$ cat src/rtl/mux_scan_ctrl_pkg.sv
// -----------------------------------------------------------------------------
// mux_scan_pkg
// Shared types and constants for the mux scan controller.
//   state_t : controller FSM states (2-bit encoding)
//   CNT_W   : width of the settle (dwell) counter
//   idx_w() : width of the sample index counter for a given word size
// -----------------------------------------------------------------------------
package mux_scan_pkg;

  typedef enum logic [1:0] {
    IDLE     = 2'd0,
    SETTLE   = 2'd1,
    SAMPLE   = 2'd2,
    WAIT_OUT = 2'd3
  } state_t;

  localparam int CNT_W = 8;

  function automatic int idx_w(input int word_w);
    return $clog2(word_w);
  endfunction

endpackage

$ cat src/rtl/mux_scan_dwell_cnt.sv
// -----------------------------------------------------------------------------
// mux_scan_dwell_cnt
// Settle-time counter for the mux scan controller. Counts up while 'inc' is
// high and flags the last settle cycle (count == DWELL-1). On that cycle the
// counter returns to zero, so it never runs past its terminal value.
// Ports:
//   clk, rst_n : clock, asynchronous active-low reset
//   clr        : synchronous clear (highest priority)
//   load       : load 'load_val'
//   load_val   : value to load
//   inc        : count enable
//   term       : high when the count equals DWELL-1
// -----------------------------------------------------------------------------
module mux_scan_dwell_cnt
  import mux_scan_pkg::*;
#(
  parameter int DWELL = 2
) (
  input  logic             clk,
  input  logic             rst_n,
  input  logic             clr,
  input  logic             load,
  input  logic [CNT_W-1:0] load_val,
  input  logic             inc,
  output logic             term
);

  localparam logic [CNT_W-1:0] TERM_VAL = CNT_W'(DWELL - 1);

  logic [CNT_W-1:0] cnt;

  assign term = (cnt == TERM_VAL);

  // Clear beats load beats increment; the terminal cycle wraps back to zero
  // so the next settle period starts from a clean count.
  always_ff @(posedge clk or negedge rst_n) begin
    if (!rst_n) begin
      cnt <= '0;
    end else if (clr) begin
      cnt <= '0;
    end else if (load) begin
      cnt <= load_val;
    end else if (inc) begin
      cnt <= term ? '0 : cnt + CNT_W'(1);
    end
  end

endmodule

$ cat src/rtl/mux_scan_ctrl.sv
// -----------------------------------------------------------------------------
// mux_scan_ctrl
// Drives the select line of a 2:1 mux, alternating 0,1,0,1..., waits DWELL
// cycles after each change, samples the mux output once per setting and packs
// WORD_W consecutive samples into a word offered over valid/ready.
// Parameters:
//   DWELL  : settle cycles after each sel change (1..255)
//   WORD_W : samples per word (even, >= 2); bit 0 is always a sel=0 sample
// Ports:
//   clk, rst_n  : clock, asynchronous active-low reset
//   en          : scan enable, looked at in IDLE and at word completion
//   y           : mux output being sampled
//   sel         : mux select
//   word        : packed samples, bit i = sample i
//   word_valid  : word holds an unconsumed value
//   word_ready  : consumer accepts word when word_valid && word_ready
//   busy        : controller is not idle
// -----------------------------------------------------------------------------
module mux_scan_ctrl
  import mux_scan_pkg::*;
#(
  parameter int DWELL  = 2,
  parameter int WORD_W = 8
) (
  input  logic              clk,
  input  logic              rst_n,
  input  logic              en,
  input  logic              y,
  output logic              sel,
  output logic [WORD_W-1:0] word,
  output logic              word_valid,
  input  logic              word_ready,
  output logic              busy
);

  localparam int                IDX_W    = idx_w(WORD_W);
  localparam logic [IDX_W-1:0]  LAST_IDX = IDX_W'(WORD_W - 1);

  state_t              state, next_state;
  logic [IDX_W-1:0]    idx;
  logic [WORD_W-1:0]   shreg;
  logic                term;
  logic                last_sample;
  logic                slot_free;
  logic                cnt_clr;
  logic                cnt_load;

  assign last_sample = (idx == LAST_IDX);
  // The output register can take a new word if it is empty or being drained
  // in this very cycle, which is what gives back-to-back words.
  assign slot_free   = !word_valid || word_ready;
  assign busy        = (state != IDLE);

  // The counter sits at zero outside SETTLE so every settle period starts
  // fresh regardless of which state it was entered from.
  assign cnt_load = (state == IDLE);
  assign cnt_clr  = (state == SAMPLE) || (state == WAIT_OUT);

  mux_scan_dwell_cnt #(
    .DWELL (DWELL)
  ) u_dwell_cnt (
    .clk      (clk),
    .rst_n    (rst_n),
    .clr      (cnt_clr),
    .load     (cnt_load),
    .load_val ('0),
    .inc      (state == SETTLE),
    .term     (term)
  );

  always_ff @(posedge clk or negedge rst_n) begin
    if (!rst_n) begin
      state <= IDLE;
    end else begin
      state <= next_state;
    end
  end

  always_comb begin
    next_state = state;
    unique case (state)
      IDLE: begin
        if (en) next_state = SETTLE;
      end
      SETTLE: begin
        if (term) next_state = SAMPLE;
      end
      SAMPLE: begin
        if (!last_sample) begin
          next_state = SETTLE;
        end else if (slot_free) begin
          next_state = en ? SETTLE : IDLE;
        end else begin
          next_state = WAIT_OUT;
        end
      end
      WAIT_OUT: begin
        if (word_ready) next_state = en ? SETTLE : IDLE;
      end
      default: next_state = IDLE;
    endcase
  end

  // Sampling, select toggling and the output register. An accept with no
  // reload clears word_valid; a reload in the same cycle overrides the clear.
  always_ff @(posedge clk or negedge rst_n) begin
    if (!rst_n) begin
      sel        <= 1'b0;
      word       <= '0;
      word_valid <= 1'b0;
      idx        <= '0;
      shreg      <= '0;
    end else begin
      if (word_valid && word_ready) begin
        word_valid <= 1'b0;
      end
      case (state)
        SAMPLE: begin
          shreg[idx] <= y;
          sel        <= ~sel;
          if (!last_sample) begin
            idx <= idx + IDX_W'(1);
          end else if (slot_free) begin
            word       <= {y, shreg[WORD_W-2:0]};
            word_valid <= 1'b1;
            idx        <= '0;
          end
        end
        WAIT_OUT: begin
          if (word_ready) begin
            word       <= shreg;
            word_valid <= 1'b1;
            idx        <= '0;
          end
        end
        default: begin
        end
      endcase
    end
  end

endmodule

$ cat config.mk
export PLATFORM = sky130hd
export DESIGN_NAME = mux_scan_ctrl
export DESIGN_NICKNAME = d
export VERILOG_FILES = /design/src/rtl/mux_scan_ctrl_pkg.sv /design/src/rtl/mux_scan_dwell_cnt.sv /design/src/rtl/mux_scan_ctrl.sv
export SDC_FILE = /design/constraint.sdc
export NUM_CORES = 1
export LEC_CHECK = 0
export ABC_AREA = 1
export BUFFER_PORTS_ARGS = -buffer_cell sky130_fd_sc_hd__clkbuf_2
export CAP_MARGIN = 20
export CELL_PAD_IN_SITES_DETAIL_PLACEMENT = 0
export CELL_PAD_IN_SITES_GLOBAL_PLACEMENT = 1
export CORE_ASPECT_RATIO = 1.75
export CORE_MARGIN = 5
export CORE_UTILIZATION = 43
export DETAILED_ROUTE_END_ITERATION = 12
export PLACE_DENSITY = 0.75
export RECOVER_POWER = 25
export SYNTH_ARGS = -nofsm -noshare
export SYNTH_HDL_FRONTEND = slang
export SYNTH_SLANG_ARGS = --single-unit
$ cat constraint.sdc
create_clock -name clk -period 2.2 [get_ports clk]
set_clock_uncertainty 0.15 [all_clocks]
set_input_delay 0.11 -clock clk [delete_from_list [all_inputs] [get_ports clk]]
set_output_delay 0.11 -clock clk [all_outputs]
set_load 0.1 [all_outputs]
==> impl_metrics.tcl <==
set metrics [dict create \
    die_w_um 55.5 \
    grt_max_degree 32 \
    areaGrowthSynthToFinish_pct 15.7 \
    dp_hpwl_mm 2.46 \
    yosys-top-cells-area "dfrtp_1 (50%), nand2_1 (11%), nand3_1 (7.7%)" \
    synth_cell_types 19 \
    fin_crit_sh_pct 78.9 \
    cp-endpoint "busy" \
    fmax_ghz 0.576 \
    grt_pass1_vias 1249 \
    status "completed" \
    layout-drive-gt1-share_pct 18.0 \
    clk_path_buf_depth 2 \
    hold_buffers 2 \
    dp_slack_ns 0.523 \
    rr_worst_depth 6 \
    syn_area_per_cell_um2 8.29 \
    r2r-end "word[3]" \
    worst_slack_ns 0.464 \
    cap_violations 0 \
    synth_top_area_share_pct 49.8 \
    die_y_um 89.6 \
    fin_crit_ns 1.74 \
    place_inst 247 \
    place.gp.congestion 0.873 \
    ys.flop_type "dfrtp_1" \
    drc_errors 0 \
    rsz0062_at_grt "false" \
    postCtsSetupBuffers 0 \
    critPathKind "flop to primary output" \
    cp-start-kind "flop" \
    vias_per_cell 4.86 \
    tns_ns 0 \
    fill_cells 370 \
    synth_area_leader_cell "dfrtp_1" \
    cts_resized 0 \
    grtUsageMet3_pct 3.86 \
    grt_pass1_wl_mm 5.34 \
    cts-root-buf "clkbuf_8" \
    boundaryPins 16 \
    synth_commonest_cells "nand2_1 (46), dfrtp_1 (31), nand3_1 (24)" \
    cts_tree "built" \
    synth_edf_count 0 \
    finalSetupViolCount 0 \
    tightest_slew_ns 0.761 \
    required_ns 1.94 \
    antenna_found_initial 0 \
    routed_wl_mm 3.16 \
    clk_pin_slew_ns 0.06 \
    ys_seq_elements 31 \
    first_iter_violations 27 \
    max_slew_margin_pct 49.3 \
    gr-total-overflow 0 \
    yosys_warnings 0 \
    hold_path.class "input port to flop" \
    clock_latency_ns 0.28 \
    dr_total_vias 1249 \
    r2r_start "idx[0]" \
    grt_use_met2_pct 27.8 \
    syn-instance-count 188 \
    cts_buffers 5 \
    grt-busiest-layer "met2" \
    reg2reg_slack_ns 0.52 \
    syn-cell-area_mm2 0.00156 \
    end_kind "primary output" \
    layout.nets 220 \
    place_area_mm2 0.00167 \
    final_area_mm2 0.00180 \
    groute.layer.met1.usage_pct 12.7 \
    core_mm2 0.00356 \
    initial_core_util_pct 43.8 \
    cts.sinks 31 \
    crit_path_max_fanout 7 \
    hold_viol 0 \
    wl_per_cell_um 12.3 \
    arrival_ns 1.48 \
    fp-row-count 29 \
    diodes 0 \
    async_flop_share_pct 100 \
    port_buffers 15 \
    drv_slew 0 \
    first_pass_iters 4 \
    ys_seq_area_share_pct 49.8 \
    stdcell_count 257 \
    drtAntennaViolNets 0 \
    cts_max_level 2 \
    die_area_mm2 0.00497 \
    syn-num-nets 198 \
    synth.most_common_cell "nand2_1" \
    grtUsageTotal_pct 14.2 \
    cp-startpoint "state[1]" \
]
worst min path at each step:
| stage | from | to | slack (ns) | depth (start not counted) |
|---|---|---|---|---|
| finish | word_ready | state[1] | 0.03 | 4 |
| global placement | rst_n | u_dwell_cnt.cnt[7] | 0.06 | 1 |
| global route | word_ready | state[1] | 0.04 | 4 |
| detailed placement | rst_n | u_dwell_cnt.cnt[7] | 0.07 | 1 |
| floorplan | rst_n | idx[0] | -0.34 | 0 |
| CTS | word_ready | state[1] | 0.02 | 4 |
critical path: stages (launching register included):
cell and delay (ns):
dfrtp_1 0.57, nor2_1 0.09, inv_1 0.08, clkbuf_2 0.45
cell usage in the layout, fill, tap and decap left out, types with 3 or more instances in the layout:
| master | instances |
|---|---|
| a21oi_1 | 3 |
| nand2_1 | 47 |
| dfrtp_1 | 31 |
| nor2_4 | 3 |
| clkbuf_2 | 15 |
| clkbuf_8 | 6 |
| inv_2 | 4 |
| nand3_1 | 24 |
| inv_1 | 18 |
| ha_1 | 5 |
| nor2_1 | 23 |
| o21ai_0 | 13 |
| nand2_2 | 5 |
| nor3_1 | 3 |
metal layers:
| layer | wire length, um | vias up | part of all wire, % |
|---|---|---|---|
| met5 | 0 | - | 0 |
| met4 | 100 | 0 | 3.2 |
| met3 | 103 | 9 | 3.3 |
| met2 | 1730 | 21 | 55 |
| met1 | 1230 | 578 | 39 |
| li1 | - | 641 | - |
flip-flops by register name, indices dropped and copies added (netlist names):
register / cells
shreg: 8
u_dwell_cnt.cnt: 8
word: 8
idx: 3
state: 2
sel: 1
word_valid: 1
cells by family after synthesis:
| kind of cell | after synthesis | share of synthesized area, % |
|---|---|---|
| and+or+nand+nor | 108 | 32.3 |
| xor gates and xnor gates | 3 | 1.69 |
| AOI/OAI and AO/OA | 17 | 5.46 |
| buffers and inverters | 24 | 6.75 |
| adders and majority gates | 5 | 4.02 |
| DFF | 31 | 49.8 |
stage by stage:
stage          utilization, %  hold WS, ns
2_1_floorplan               -       -0.336
3_3_place_gp             46.9       0.0591
3_5_place_dp             46.9       0.0665
4_1_cts                  50.8       0.0162
5_1_grt                  50.7       0.0432
6_report                 50.7       0.0258
layout make-up:
type                       count  area (um^2)  share of cell area (%)
timing repair buffer          17         95.1                    5.27
sequential                    31          776                    43.0
multi-input combinational    133          674                    37.4
tap                           46         57.6                    3.19
clock inverter                 2         35.0                    1.94
clock buffer                   6         82.6                    4.58
inverter                      22         82.6                    4.58
Power is left out: the tool's default activity adds up to more than one toggle a clock period on the data nets, which glitch-free logic cannot reach.
